`config.mk`:
```
export PLATFORM = sky130hd
export DESIGN_NAME = riscv_mem_ctrl_fsm
export DESIGN_NICKNAME = d
export VERILOG_FILES = /design/src/rtl/riscv_ctrl_pkg.sv /design/src/rtl/riscv_alu_decoder.sv /design/src/rtl/riscv_mem_ctrl_fsm.sv
export SDC_FILE = /design/constraint.sdc
export NUM_CORES = 1
export LEC_CHECK = 0
export BUFFER_PORTS_ARGS = -buffer_cell sky130_fd_sc_hd__buf_2
export CORE_MARGIN = 1
export CORE_UTILIZATION = 34
export DETAILED_ROUTE_END_ITERATION = 8
export PLACE_DENSITY = 0.87
export REMOVE_ABC_BUFFERS = 1
export SLEW_MARGIN = 0
export SYNTH_ARGS = -nofsm -noshare
export SYNTH_HDL_FRONTEND = slang
export SYNTH_SLANG_ARGS = --single-unit
```
`constraint.sdc`:
```
create_clock -name clk -period 1.7 [get_ports clk]
set_input_delay 0.17 -clock clk [delete_from_list [all_inputs] [get_ports clk]]
set_output_delay 0.17 -clock clk [all_outputs]
set_load 0.1 [all_outputs]
```
`src/rtl/riscv_ctrl_pkg.sv`:
```
// Shared encodings for the RV32I controller: opcodes, control-field codes and FSM states.
package riscv_ctrl_pkg;

  localparam logic [6:0] OP_R     = 7'b0110011;
  localparam logic [6:0] OP_I     = 7'b0010011;
  localparam logic [6:0] OP_LOAD  = 7'b0000011;
  localparam logic [6:0] OP_STORE = 7'b0100011;
  localparam logic [6:0] OP_BEQ   = 7'b1100011;
  localparam logic [6:0] OP_JAL   = 7'b1101111;

  localparam logic [2:0] ALU_ADD = 3'b000;
  localparam logic [2:0] ALU_SUB = 3'b001;
  localparam logic [2:0] ALU_AND = 3'b010;
  localparam logic [2:0] ALU_OR  = 3'b011;
  localparam logic [2:0] ALU_SLT = 3'b101;

  localparam logic [1:0] IMM_I = 2'b00;
  localparam logic [1:0] IMM_S = 2'b01;
  localparam logic [1:0] IMM_B = 2'b10;
  localparam logic [1:0] IMM_J = 2'b11;

  localparam logic [1:0] RES_ALU = 2'b00;
  localparam logic [1:0] RES_MEM = 2'b01;
  localparam logic [1:0] RES_PC4 = 2'b10;

  typedef enum logic {EXEC, MEM_WAIT} ctrl_state_t;

endpackage

```
`src/rtl/riscv_alu_decoder.sv`:
```
// ALU operation select from opcode, funct3 and funct7[5].
module riscv_alu_decoder
  import riscv_ctrl_pkg::*;
(
  input  logic [6:0] opcode,
  input  logic [2:0] funct3,
  input  logic       funct7b5,
  output logic [2:0] alu_control
);

  always_comb begin
    alu_control = ALU_ADD;
    case (opcode)
      OP_R, OP_I: begin
        case (funct3)
          // Only the register form can subtract; addi ignores bit 30.
          3'b000:  alu_control = (opcode == OP_R && funct7b5) ? ALU_SUB : ALU_ADD;
          3'b010:  alu_control = ALU_SLT;
          3'b110:  alu_control = ALU_OR;
          3'b111:  alu_control = ALU_AND;
          default: alu_control = ALU_ADD;
        endcase
      end
      OP_BEQ:  alu_control = ALU_SUB;
      default: alu_control = ALU_ADD;
    endcase
  end

endmodule

```
`src/rtl/riscv_mem_ctrl_fsm.sv`:
```
// RV32I main decoder with a two-state sequencer that stalls the PC across a
// req/ready data-memory access and abandons it after TIMEOUT wait cycles.
module riscv_mem_ctrl_fsm
  import riscv_ctrl_pkg::*;
#(
  parameter int TIMEOUT = 15,
  parameter int CNT_W   = 4
) (
  input  logic        clk,
  input  logic        Reset,
  input  logic [31:0] Instr,
  input  logic        zero_flag,
  input  logic        mem_ready,
  output logic        PCEn,
  output logic        PCSrc,
  output logic [1:0]  ResultSrc,
  output logic        ALUSrc,
  output logic [1:0]  ImmSrc,
  output logic        RegWrite,
  output logic        MemWrite,
  output logic        mem_req,
  output logic [2:0]  ALUControl,
  output logic [2:0]  DataSrc,
  output logic        illegal_instr,
  output logic        bus_err
);

  localparam logic [CNT_W-1:0] LAST_WAIT = CNT_W'(TIMEOUT - 1);

  logic [6:0] opcode;
  logic [2:0] funct3;
  logic       is_r, is_i, is_load, is_store, is_beq, is_jal;
  logic       is_legal, is_mem, dec_reg_write;
  logic       unused_instr_bits;

  ctrl_state_t      state_q, state_d;
  logic [CNT_W-1:0] wait_cnt_q, wait_cnt_d;
  logic             bus_err_q, bus_err_d;

  assign opcode            = Instr[6:0];
  assign funct3            = Instr[14:12];
  assign unused_instr_bits = ^{Instr[31], Instr[29:15], Instr[11:7]};

  assign is_r     = (opcode == OP_R);
  assign is_i     = (opcode == OP_I);
  assign is_load  = (opcode == OP_LOAD);
  assign is_store = (opcode == OP_STORE);
  assign is_beq   = (opcode == OP_BEQ);
  assign is_jal   = (opcode == OP_JAL);
  assign is_mem   = is_load | is_store;
  assign is_legal = is_r | is_i | is_mem | is_beq | is_jal;

  riscv_alu_decoder u_alu_dec (
    .opcode      (opcode),
    .funct3      (funct3),
    .funct7b5    (Instr[30]),
    .alu_control (ALUControl)
  );

  always_comb begin
    ResultSrc     = RES_ALU;
    ALUSrc        = 1'b0;
    ImmSrc        = IMM_I;
    dec_reg_write = 1'b0;
    case (opcode)
      OP_R:     dec_reg_write = 1'b1;
      OP_I:     begin ALUSrc = 1'b1; dec_reg_write = 1'b1; end
      OP_LOAD:  begin ALUSrc = 1'b1; ResultSrc = RES_MEM; end
      OP_STORE: begin ALUSrc = 1'b1; ImmSrc = IMM_S; end
      OP_BEQ:   ImmSrc = IMM_B;
      OP_JAL:   begin ImmSrc = IMM_J; ResultSrc = RES_PC4; dec_reg_write = 1'b1; end
      default:  ;
    endcase
  end

  assign PCSrc   = is_jal | (is_beq & zero_flag);
  assign DataSrc = funct3;
  assign bus_err = bus_err_q;

  always_comb begin
    state_d       = state_q;
    wait_cnt_d    = wait_cnt_q;
    bus_err_d     = bus_err_q;
    PCEn          = 1'b0;
    RegWrite      = 1'b0;
    MemWrite      = 1'b0;
    mem_req       = 1'b0;
    illegal_instr = ~is_legal;
    case (state_q)
      EXEC: begin
        // mem_ready is deliberately ignored here, so accesses take at least two cycles.
        if (is_mem) begin
          mem_req    = 1'b1;
          MemWrite   = is_store;
          state_d    = MEM_WAIT;
          wait_cnt_d = '0;
        end else begin
          PCEn     = 1'b1;
          RegWrite = dec_reg_write;
        end
      end
      MEM_WAIT: begin
        mem_req  = 1'b1;
        MemWrite = is_store;
        if (mem_ready) begin
          PCEn     = 1'b1;
          RegWrite = is_load;
          state_d  = EXEC;
        end else if (wait_cnt_q == LAST_WAIT) begin
          PCEn      = 1'b1;
          bus_err_d = 1'b1;
          state_d   = EXEC;
        end else if (wait_cnt_q != {CNT_W{1'b1}}) begin
          wait_cnt_d = wait_cnt_q + 1'b1;
        end
      end
    endcase
    if (Reset) begin
      PCEn          = 1'b0;
      RegWrite      = 1'b0;
      MemWrite      = 1'b0;
      mem_req       = 1'b0;
      illegal_instr = 1'b0;
    end
  end

  always_ff @(posedge clk) begin
    if (Reset) begin
      state_q    <= EXEC;
      wait_cnt_q <= '0;
      bus_err_q  <= 1'b0;
    end else begin
      state_q    <= state_d;
      wait_cnt_q <= wait_cnt_d;
      bus_err_q  <= bus_err_d;
    end
  end

endmodule

```
==> results.json, run 1 <==
{
  "crit_end": "ImmSrc[0]",
  "fin_ws_ns": 0.0354,
  "top_layer_used": "met4",
  "drive_above_1_share_pct": 48.2,
  "grt_pass1_wl_mm": 2.39,
  "slowest_stage": "or3_4",
  "avgRoutedWirePerCell_um": 13.3,
  "crit_path_start_kind": "primary input",
  "die_h_um": 41.1,
  "grt-ovfl-total": 0,
  "fp.dieW_um": 41.1,
  "antenna_found_initial": 0,
  "period_minus_slack_ns": 1.66,
  "status": "completed",
  "grt_pass1_vias": 617,
  "fmax_mhz": 601,
  "clk_pin_slew_ns": 0.04,
  "end_kind": "primary output",
  "total_power_mw": 0.424,
  "fin_util_pct": 72.5,
  "path_cells": "buf_2 > or3_4 > buf_4 > nor3_4 > nand2_2 > o21ai_0 > bufbuf_16",
  "dp_cells": 126,
  "ys_warn_count": 0,
  "io_pins": 54,
  "cts_max_path_buffers": 2,
  "tritoncts": "built",
  "cp.required_ns": 1.53,
  "hold-worst-slack_ns": 0.216,
  "first_pass_iters": 4,
  "yosysTopAreaCell": "dfxtp_1",
  "wl_met1_um": 664,
  "reg2reg_slack_ns": 0.32,
  "hp-class": "in2reg",
  "regToRegEndpoint": "wait_cnt_q[3]$_SDFFE_PP0P_",
  "final_cell_mix": "buf_2 (19), nor2_1 (12), buf_12 (11)",
  "nNetsFinal": 154,
  "worstMarginPinSlew_ns": 0.491,
  "cpPeakStageDelay_ns": 0.39,
  "grt_setup_unrepaired": "yes",
  "core_region_area_um2": 1370,
  "r2r_start": "wait_cnt_q[0]$_SDFFE_PP0P_",
  "maxCapViolations": 0,
  "via_count": 722,
  "ys_seq_area_share_pct": 23.1,
  "drc_errors": 0,
  "grt_max_degree": 10,
  "finalNonFillerCells": 129,
  "synth-seq-cells": 6,
  "viasPerCell": 5.60,
  "numCtsBuffers": 3,
  "fin_area_um2": 991,
  "yosysTopAreaCellShare_pct": 23.1,
  "place.gp.congestion": 0.763,
  "crit_type": "in2out",
  "cts_hold_buf": 0,
  "fin_worst_skew_ns": 0.00330,
  "irDropWorstVdd_uv": 284,
  "avgSynthCellArea_um2": 6.85,
  "netlist_instances": 76,
  "synthDistinctLibCells": 30,
  "period_share_pct": 97.9,
  "clkLatencyLatePin_ns": 0.24,
  "cts.sinks": 6,
  "num_rows": 13,
  "post_dp_cell_area_um2": 912,
  "wl_met2_um": 877,
  "dp_slack_ns": -0.0393,
  "grt_usage_pct": 21.2,
  "rr_worst_depth": 6,
  "slew_headroom_pct": 67.5,
  "drv_slew": 0,
  "initial_core_util_pct": 38.1,
  "fin_setup_tns_ns": 0,
  "cp.arrival_ns": 1.49,
  "power_density_nw_per_um2": 428,
  "hpwl_mm": 1.34,
  "diodes": 0,
  "setup_violations": 0,
  "p_leak_nw": 0.412,
  "fp.dieArea_um2": 1690,
  "io_buffers": 32,
  "crit_path_start": "Instr[6]",
  "wl_mm": 1.72,
  "htree_levels": 1,
  "hold_violations": 0,
  "ant_nets": 0,
  "syn_area_um2": 520,
  "yosys-top-cells-area": "dfxtp_1 (23%), nor2_1 (9.4%), a21oi_1 (6.7%)",
  "root_buffer": "clkbuf_4",
  "cp_max_fo": 5,
  "postCtsSetupBuffers": 0,
  "drtIter0Drc": 17,
  "wl_met3_um": 166,
  "final_common_cell": "buf_2",
  "layout-area-overhead-vs-synth_pct": 90.4
}
==> logic make-up after synthesis <==
group | after synthesis | share of synthesized area (%)
flops | 6 | 23.1
compound gates | 19 | 23.8
simple gates | 39 | 38.7
fa+ha+maj | 2 | 4.81
buf+inv | 10 | 9.61
==> cell type report <==
class / count / area, µm²
multi-input combinational: 60 / 388
tap: 15 / 18.8
sequential: 6 / 120
clock buffer: 3 / 22.5
timing repair buffer: 41 / 427
inverter: 4 / 15.0
fill: 97 / 375
==> worst max-delay path, delay by kind of cell <==
kind	cells	cell delay (ns)
AO/OA/AOI/OAI	1	0.08
buffers and inverters	3	0.62
AND/OR/NAND/NOR	3	0.62
==> cells in the mapped netlist <==
master / number
o22ai_1: 2
nor2_1: 13
o211ai_1: 2
nand3_1: 4
clkbuf_1: 1
buf_2: 1
or4_1: 1
nand2_1: 8
nand2b_2: 1
o21ai_0: 1
nor2b_1: 1
or2_2: 1
a21oi_1: 7
and4b_1: 1
or3_1: 1
nor4_2: 1
a31oi_1: 1
and3_1: 1
a32oi_1: 1
or4_4: 1
inv_1: 4
o2111ai_1: 1
nor3_1: 4
dfxtp_1: 6
ha_1: 2
a211oi_1: 2
a41oi_1: 2
buf_1: 1
nand3b_1: 1
buf_4: 3
==> what timing repair did <==
action	4_1_cts	5_1_grt
pin swaps	0	2
resized for setup	4	7
endpoints found under the setup margin	4	7
==> state kept, by name (all words and copies together), names as in the netlist <==
signal and count:
wait_cnt_q 4, bus_err 1, state_q 1
==> per-layer routing <==
metal  global-route usage (%)  vias up
met4                     7.26        0
met2                     44.5       39
li1                         -      352
met5                        0        -
met1                     18.2      329
met3                     5.98        2
==> report_power, final <==
group	internal [mW]	switching (mW)	total, mW
registers	0.142	0.000500	0.142
clock network	0.0797	0.0490	0.129
logic	0.0439	0.109	0.153
total	0.265	0.159	0.424
==> worst min path at each step <==
stage | startpoint | endpoint | cells after the start
5_1_grt | Reset | state_q$_SDFF_PP0_ | 2
6_report | Reset | wait_cnt_q[0]$_SDFFE_PP0P_ | 2
4_1_cts | Reset | state_q$_SDFF_PP0_ | 2
3_5_place_dp | Reset | state_q$_SDFF_PP0_ | 2
2_1_floorplan | Reset | state_q$_SDFF_PP0_ | 1
3_3_place_gp | Reset | state_q$_SDFF_PP0_ | 2
(Power assumes the default switching activity.)
==> run 2: changes to the inputs <==
--- a/config.mk
+++ b/config.mk
@@ -7,9 +7,9 @@
 export LEC_CHECK = 0
 export BUFFER_PORTS_ARGS = -buffer_cell sky130_fd_sc_hd__buf_2
 export CORE_MARGIN = 1
-export CORE_UTILIZATION = 34
+export CORE_UTILIZATION = 36
 export DETAILED_ROUTE_END_ITERATION = 8
-export PLACE_DENSITY = 0.87
+export PLACE_DENSITY = 0.91
 export REMOVE_ABC_BUFFERS = 1
 export SLEW_MARGIN = 0
 export SYNTH_ARGS = -nofsm -noshare
==> constraint.sdc (replaced) <==
create_clock -name clk -period 2.07 [get_ports clk]
set_input_delay 0.207 -clock clk [delete_from_list [all_inputs] [get_ports clk]]
set_output_delay 0.207 -clock clk [all_outputs]
set_load 0.1 [all_outputs]
==> results.json, run 2 (synthesis gave the netlist of run 1 again) <==
{
  "period_share_pct": 89.5,
  "cts.repair.resized": 0,
  "crit_path_start_kind": "primary input",
  "finalNonFillerCells": 122,
  "fp.dieArea_um2": 1600,
  "period_minus_slack_ns": 1.85,
  "hpwl_mm": 1.14,
  "fin_util_pct": 61.3,
  "grt_setup_unrepaired": "no",
  "fin_worst_skew_ns": 0.00261,
  "post_dp_cell_area_um2": 785,
  "holdPathStages": 2,
  "antenna_found_initial": 0,
  "nNetsFinal": 147,
  "cts.sinks": 6,
  "worstHoldEndpoint": "state_q$_SDFF_PP0_",
  "cts_hold_buf": 0,
  "drive_above_1_share_pct": 38.3,
  "comb_power_share_pct": 32.5,
  "fin_area_um2": 807,
  "via_count": 663,
  "diodes": 0,
  "cp.required_ns": 1.86,
  "cp_max_fo": 4,
  "irDropWorstVdd_uv": 234,
  "share_seq_of_total_power_pct": 34.7,
  "power.internal_mw": 0.208,
  "p_sw_mw": 0.128,
  "layout-area-overhead-vs-synth_pct": 55.0,
  "regToRegEndpoint": "wait_cnt_q[0]$_SDFFE_PP0P_",
  "drv_slew": 0,
  "clk_pin_slew_ns": 0.05,
  "slew_headroom_pct": 67.3,
  "total_power_mw": 0.336,
  "first_pass_iters": 4,
  "root_buffer": "clkbuf_4",
  "initial_core_util_pct": 39.5,
  "hp-class": "in2reg",
  "min_from": "Reset",
  "fmax_mhz": 540,
  "drtIter0Drc": 4,
  "nFillCells": 106,
  "num_rows": 13,
  "reg2reg_slack_ns": 0.72,
  "cts_max_path_buffers": 2,
  "io_buffers": 32,
  "cp.arrival_ns": 1.65,
  "r2r_start": "wait_cnt_q[0]$_SDFFE_PP0P_",
  "crit_type": "in2out",
  "htree_levels": 1,
  "setup_violations": 0,
  "maxCapViolations": 0,
  "final_common_cell": "buf_2",
  "wl_mm": 1.43,
  "grt_pass1_vias": 577,
  "clkLatencyLatePin_ns": 0.25,
  "fp.dieW_um": 40.0,
  "end_kind": "primary output",
  "viasPerCell": 5.43,
  "numCtsBuffers": 3,
  "switching_share_pct": 38.2,
  "place.gp.congestion": 0.752,
  "hold_violations": 0,
  "drc_errors": 0,
  "status": "completed",
  "seq_area_um2": 120,
  "final_cell_mix": "buf_2 (25), nor2_1 (13), nand2_1 (8)",
  "hold-worst-slack_ns": 0.234,
  "dp_slack_ns": 0.228,
  "rr_worst_depth": 6,
  "core_region_area_um2": 1320,
  "largest_reg_flops": 4,
  "fin_setup_tns_ns": 0,
  "fin_ws_ns": 0.217,
  "dp_cells": 119,
  "p_leak_nw": 0.345,
  "io_pins": 54,
  "multi_input_area_um2": 350,
  "ant_nets": 0,
  "p_clk_share_pct": 32.8,
  "max_flop_register": "wait_cnt_q",
  "grt_usage_pct": 20.7,
  "worstMarginPinSlew_ns": 0.494,
  "grt_pass1_wl_mm": 2.24,
  "grt_max_degree": 10,
  "die_h_um": 40.0,
  "power_density_nw_per_um2": 416,
  "postCtsSetupBuffers": 0,
  "grt-ovfl-total": 0,
  "tritoncts": "built",
  "avgRoutedWirePerCell_um": 11.7
}
==> run 2: cell count changes in the layout (fill, tap and decap cells not counted), moves of 2 or more <==
cell	delta
buf_2	+6
nor3_1	+2
buf_12	-4
buf_4	-7
==> run 2: area by class of cell <==
type	instances	area share [%]
sequential	6	14.9
timing repair buffer	34	34.7
inverter	4	1.86
clock buffer	3	2.79
multi-input combinational	60	43.4
tap	15	2.33
==> run 2: power by group through the flow <==
stage	clock, mW	combinational [mW]	sequential, mW
after floorplan	0	0.0488	0.119
after global placement	0	0.106	0.119
after detailed placement	0	0.108	0.119
after CTS	0.113	0.108	0.117
after global routing	0.117	0.115	0.116
final	0.110	0.109	0.117
==> run 2: critical path, cell delays in order <==
cell and delay (ns):
buf_2 0.12, or3_1 0.41, or4_4 0.45, nand2b_2 0.13, a21oi_1 0.05, buf_2 0.29
==> run 2: worst max-delay path by stage <==
| stage | from | to | slack, ns | depth (start not counted) |
|---|---|---|---|---|
| finish | Instr[6] | PCEn | 0.22 | 6 |
| global route | Instr[6] | ALUControl[2] | 0.14 | 7 |
| global placement | Instr[6] | PCEn | 0.26 | 6 |
| CTS | Instr[6] | PCEn | 0.23 | 6 |
| floorplan | Instr[6] | RegWrite | -2.11 | 4 |
| detailed placement | Instr[6] | PCEn | 0.23 | 6 |
==> run 2: layer usage <==
| layer | GRT usage [%] | vias to the layer above | wire length [µm] |
|---|---|---|---|
| met1 | 22.2 | 285 | 612 |
| met4 | 14.7 | 0 | 35 |
| met3 | 3.33 | 4 | 109 |
| met2 | 36.3 | 36 | 672 |
| li1 | - | 338 | - |
| met5 | 0 | - | 0 |
==> run 3: changes to the inputs <==
--- a/config.mk
+++ b/config.mk
@@ -9,9 +9,11 @@
 export CORE_MARGIN = 1
 export CORE_UTILIZATION = 36
 export DETAILED_ROUTE_END_ITERATION = 8
+export GPL_TIMING_DRIVEN = 0
 export PLACE_DENSITY = 0.91
 export REMOVE_ABC_BUFFERS = 1
 export SLEW_MARGIN = 0
 export SYNTH_ARGS = -nofsm -noshare
 export SYNTH_HDL_FRONTEND = slang
 export SYNTH_SLANG_ARGS = --single-unit
+export TNS_END_PERCENT = 100
==> constraint.sdc (replaced) <==
create_clock -name clk -period 2.07 [get_ports clk]
set_input_delay 0 -clock clk [delete_from_list [all_inputs] [get_ports clk]]
set_output_delay 0 -clock clk [all_outputs]
set_load 0.1 [all_outputs]
==> results.json, run 3 (synthesis gave the netlist of run 1 again) <==
{
  "cp.required_ns": 2.07,
  "nNetsFinal": 145,
  "status": "completed",
  "fmax_mhz": 613,
  "core_region_area_um2": 1320,
  "cp_max_fo": 6,
  "diodes": 0,
  "reg2reg_slack_ns": 0.70,
  "htree_levels": 1,
  "hold_violations": 0,
  "fp.dieArea_um2": 1600,
  "tritoncts": "built",
  "clk_pin_slew_ns": 0.05,
  "num_rows": 13,
  "period_share_pct": 78.8,
  "layout-area-overhead-vs-synth_pct": 32.0,
  "max_flop_register": "wait_cnt_q",
  "clkLatencyLatePin_ns": 0.24,
  "drv_slew": 0,
  "r2r_start": "state_q$_SDFF_PP0_",
  "grt-ovfl-total": 0,
  "p_leak_nw": 0.317,
  "ant_nets": 0,
  "drive_above_1_share_pct": 37.1,
  "crit_end": "PCEn",
  "cpPeakStageDelay_ns": 0.55,
  "final_common_cell": "buf_2",
  "slowest_stage": "or4_4",
  "path_cells": "or4_4 > nand2b_2 > a21oi_1 > buf_2",
  "dp_cells": 117,
  "postCtsSetupBuffers": 0,
  "irDropWorstVdd_uv": 247,
  "cp.arrival_ns": 1.63,
  "io_pins": 54,
  "cts.repair.resized": 0,
  "cts_max_path_buffers": 2,
  "cpLargestDelayFamily": "simple AND/OR/NAND/NOR gates",
  "crit_path_start": "state_q$_SDFF_PP0_",
  "crit_path_start_kind": "register",
  "grt_pass1_wl_mm": 2.06,
  "wl_mm": 1.28,
  "io_buffers": 32,
  "fp.dieW_um": 40.0,
  "die_h_um": 40.0,
  "hpwl_um": 994,
  "grt_usage_pct": 18.3,
  "finalNonFillerCells": 120,
  "power_density_nw_per_um2": 479,
  "drc_errors": 0,
  "path_buf_inv": 1,
  "setup_violations": 0,
  "fin_ws_ns": 0.440,
  "root_buffer": "clkbuf_4",
  "cp.depth": 4,
  "slew_headroom_pct": 67.5,
  "first_pass_iters": 4,
  "place.gp.congestion": 0.736,
  "numCtsBuffers": 3,
  "drtIter0Drc": 4,
  "via_count": 636,
  "crit_type": "reg2out",
  "grt_max_degree": 10,
  "dp_slack_ns": 0.533,
  "period_minus_slack_ns": 1.63,
  "antenna_found_initial": 0,
  "maxCapViolations": 0,
  "worstMarginPinSlew_ns": 0.491,
  "initial_core_util_pct": 39.5,
  "regToRegEndpoint": "wait_cnt_q[0]$_SDFFE_PP0P_",
  "avgRoutedWirePerCell_um": 10.7,
  "largest_reg_flops": 4,
  "grt_setup_unrepaired": "no",
  "hp-class": "in2reg",
  "grt_pass1_vias": 512,
  "cts_hold_buf": 0,
  "end_kind": "primary output",
  "cts.sinks": 6,
  "final_cell_mix": "buf_2 (32), nor2_1 (13), nand2_1 (8)",
  "rr_worst_depth": 4,
  "viasPerCell": 5.30,
  "fin_worst_skew_ns": 0.000929
}
## run 3: changes by cell type in the layout (fill, tap and decap cells not counted), sizes merged
cell	change
buf	-2
## run 3: final cells by class
type / instances / area, µm²
multi-input cells: 60 / 350
clock buffers: 3 / 22.5
flip-flops and latches: 6 / 120
fillers: 120 / 631
repair buffers: 32 / 160
inverters: 4 / 15.0
well taps: 15 / 18.8
## run 3: metal layers
layer / global-route usage, % / share of wire, % / vias to the layer above
li1: - / - / 334
met2: 34.3 / 45 / 32
met5: 0 / 0 / -
met1: 21.7 / 45 / 268
met4: 2.59 / 0.70 / 0
met3: 3.33 / 9.5 / 2
## run 3: through the flow
step	total power, mW	util, %	area, µm²	hold WS, ns	setup TNS (ns)
after floorplan	0.167	-	485	0	-4.39
final	0.329	52.1	687	0.0355	0
after CTS	0.331	52.1	687	0.0340	0
after global placement	0.221	50.4	664	0.280	0
after detailed placement	0.221	50.4	664	0.289	0
after global routing	0.341	52.1	687	0.0482	0
## run 3: worst min-delay path by stage
stage                   start                          to  slack (ns)  depth (start not counted)
finish                  Reset  wait_cnt_q[0]$_SDFFE_PP0P_        0.04                          2
global route            Reset          state_q$_SDFF_PP0_        0.05                          2
CTS                     Reset  wait_cnt_q[0]$_SDFFE_PP0P_        0.03                          2
detailed placement      Reset  wait_cnt_q[0]$_SDFFE_PP0P_        0.29                          2
global placement        Reset  wait_cnt_q[0]$_SDFFE_PP0P_        0.28                          2
floorplan           Instr[12]                  DataSrc[0]           0                          0
## run 3: where the power goes
| part | total (mW) | internal (mW) | switching, mW |
|---|---|---|---|
| sequential | 0.117 | 0.116 | 0.000399 |
| clock | 0.109 | 0.0657 | 0.0435 |
| combinational | 0.103 | 0.0217 | 0.0813 |
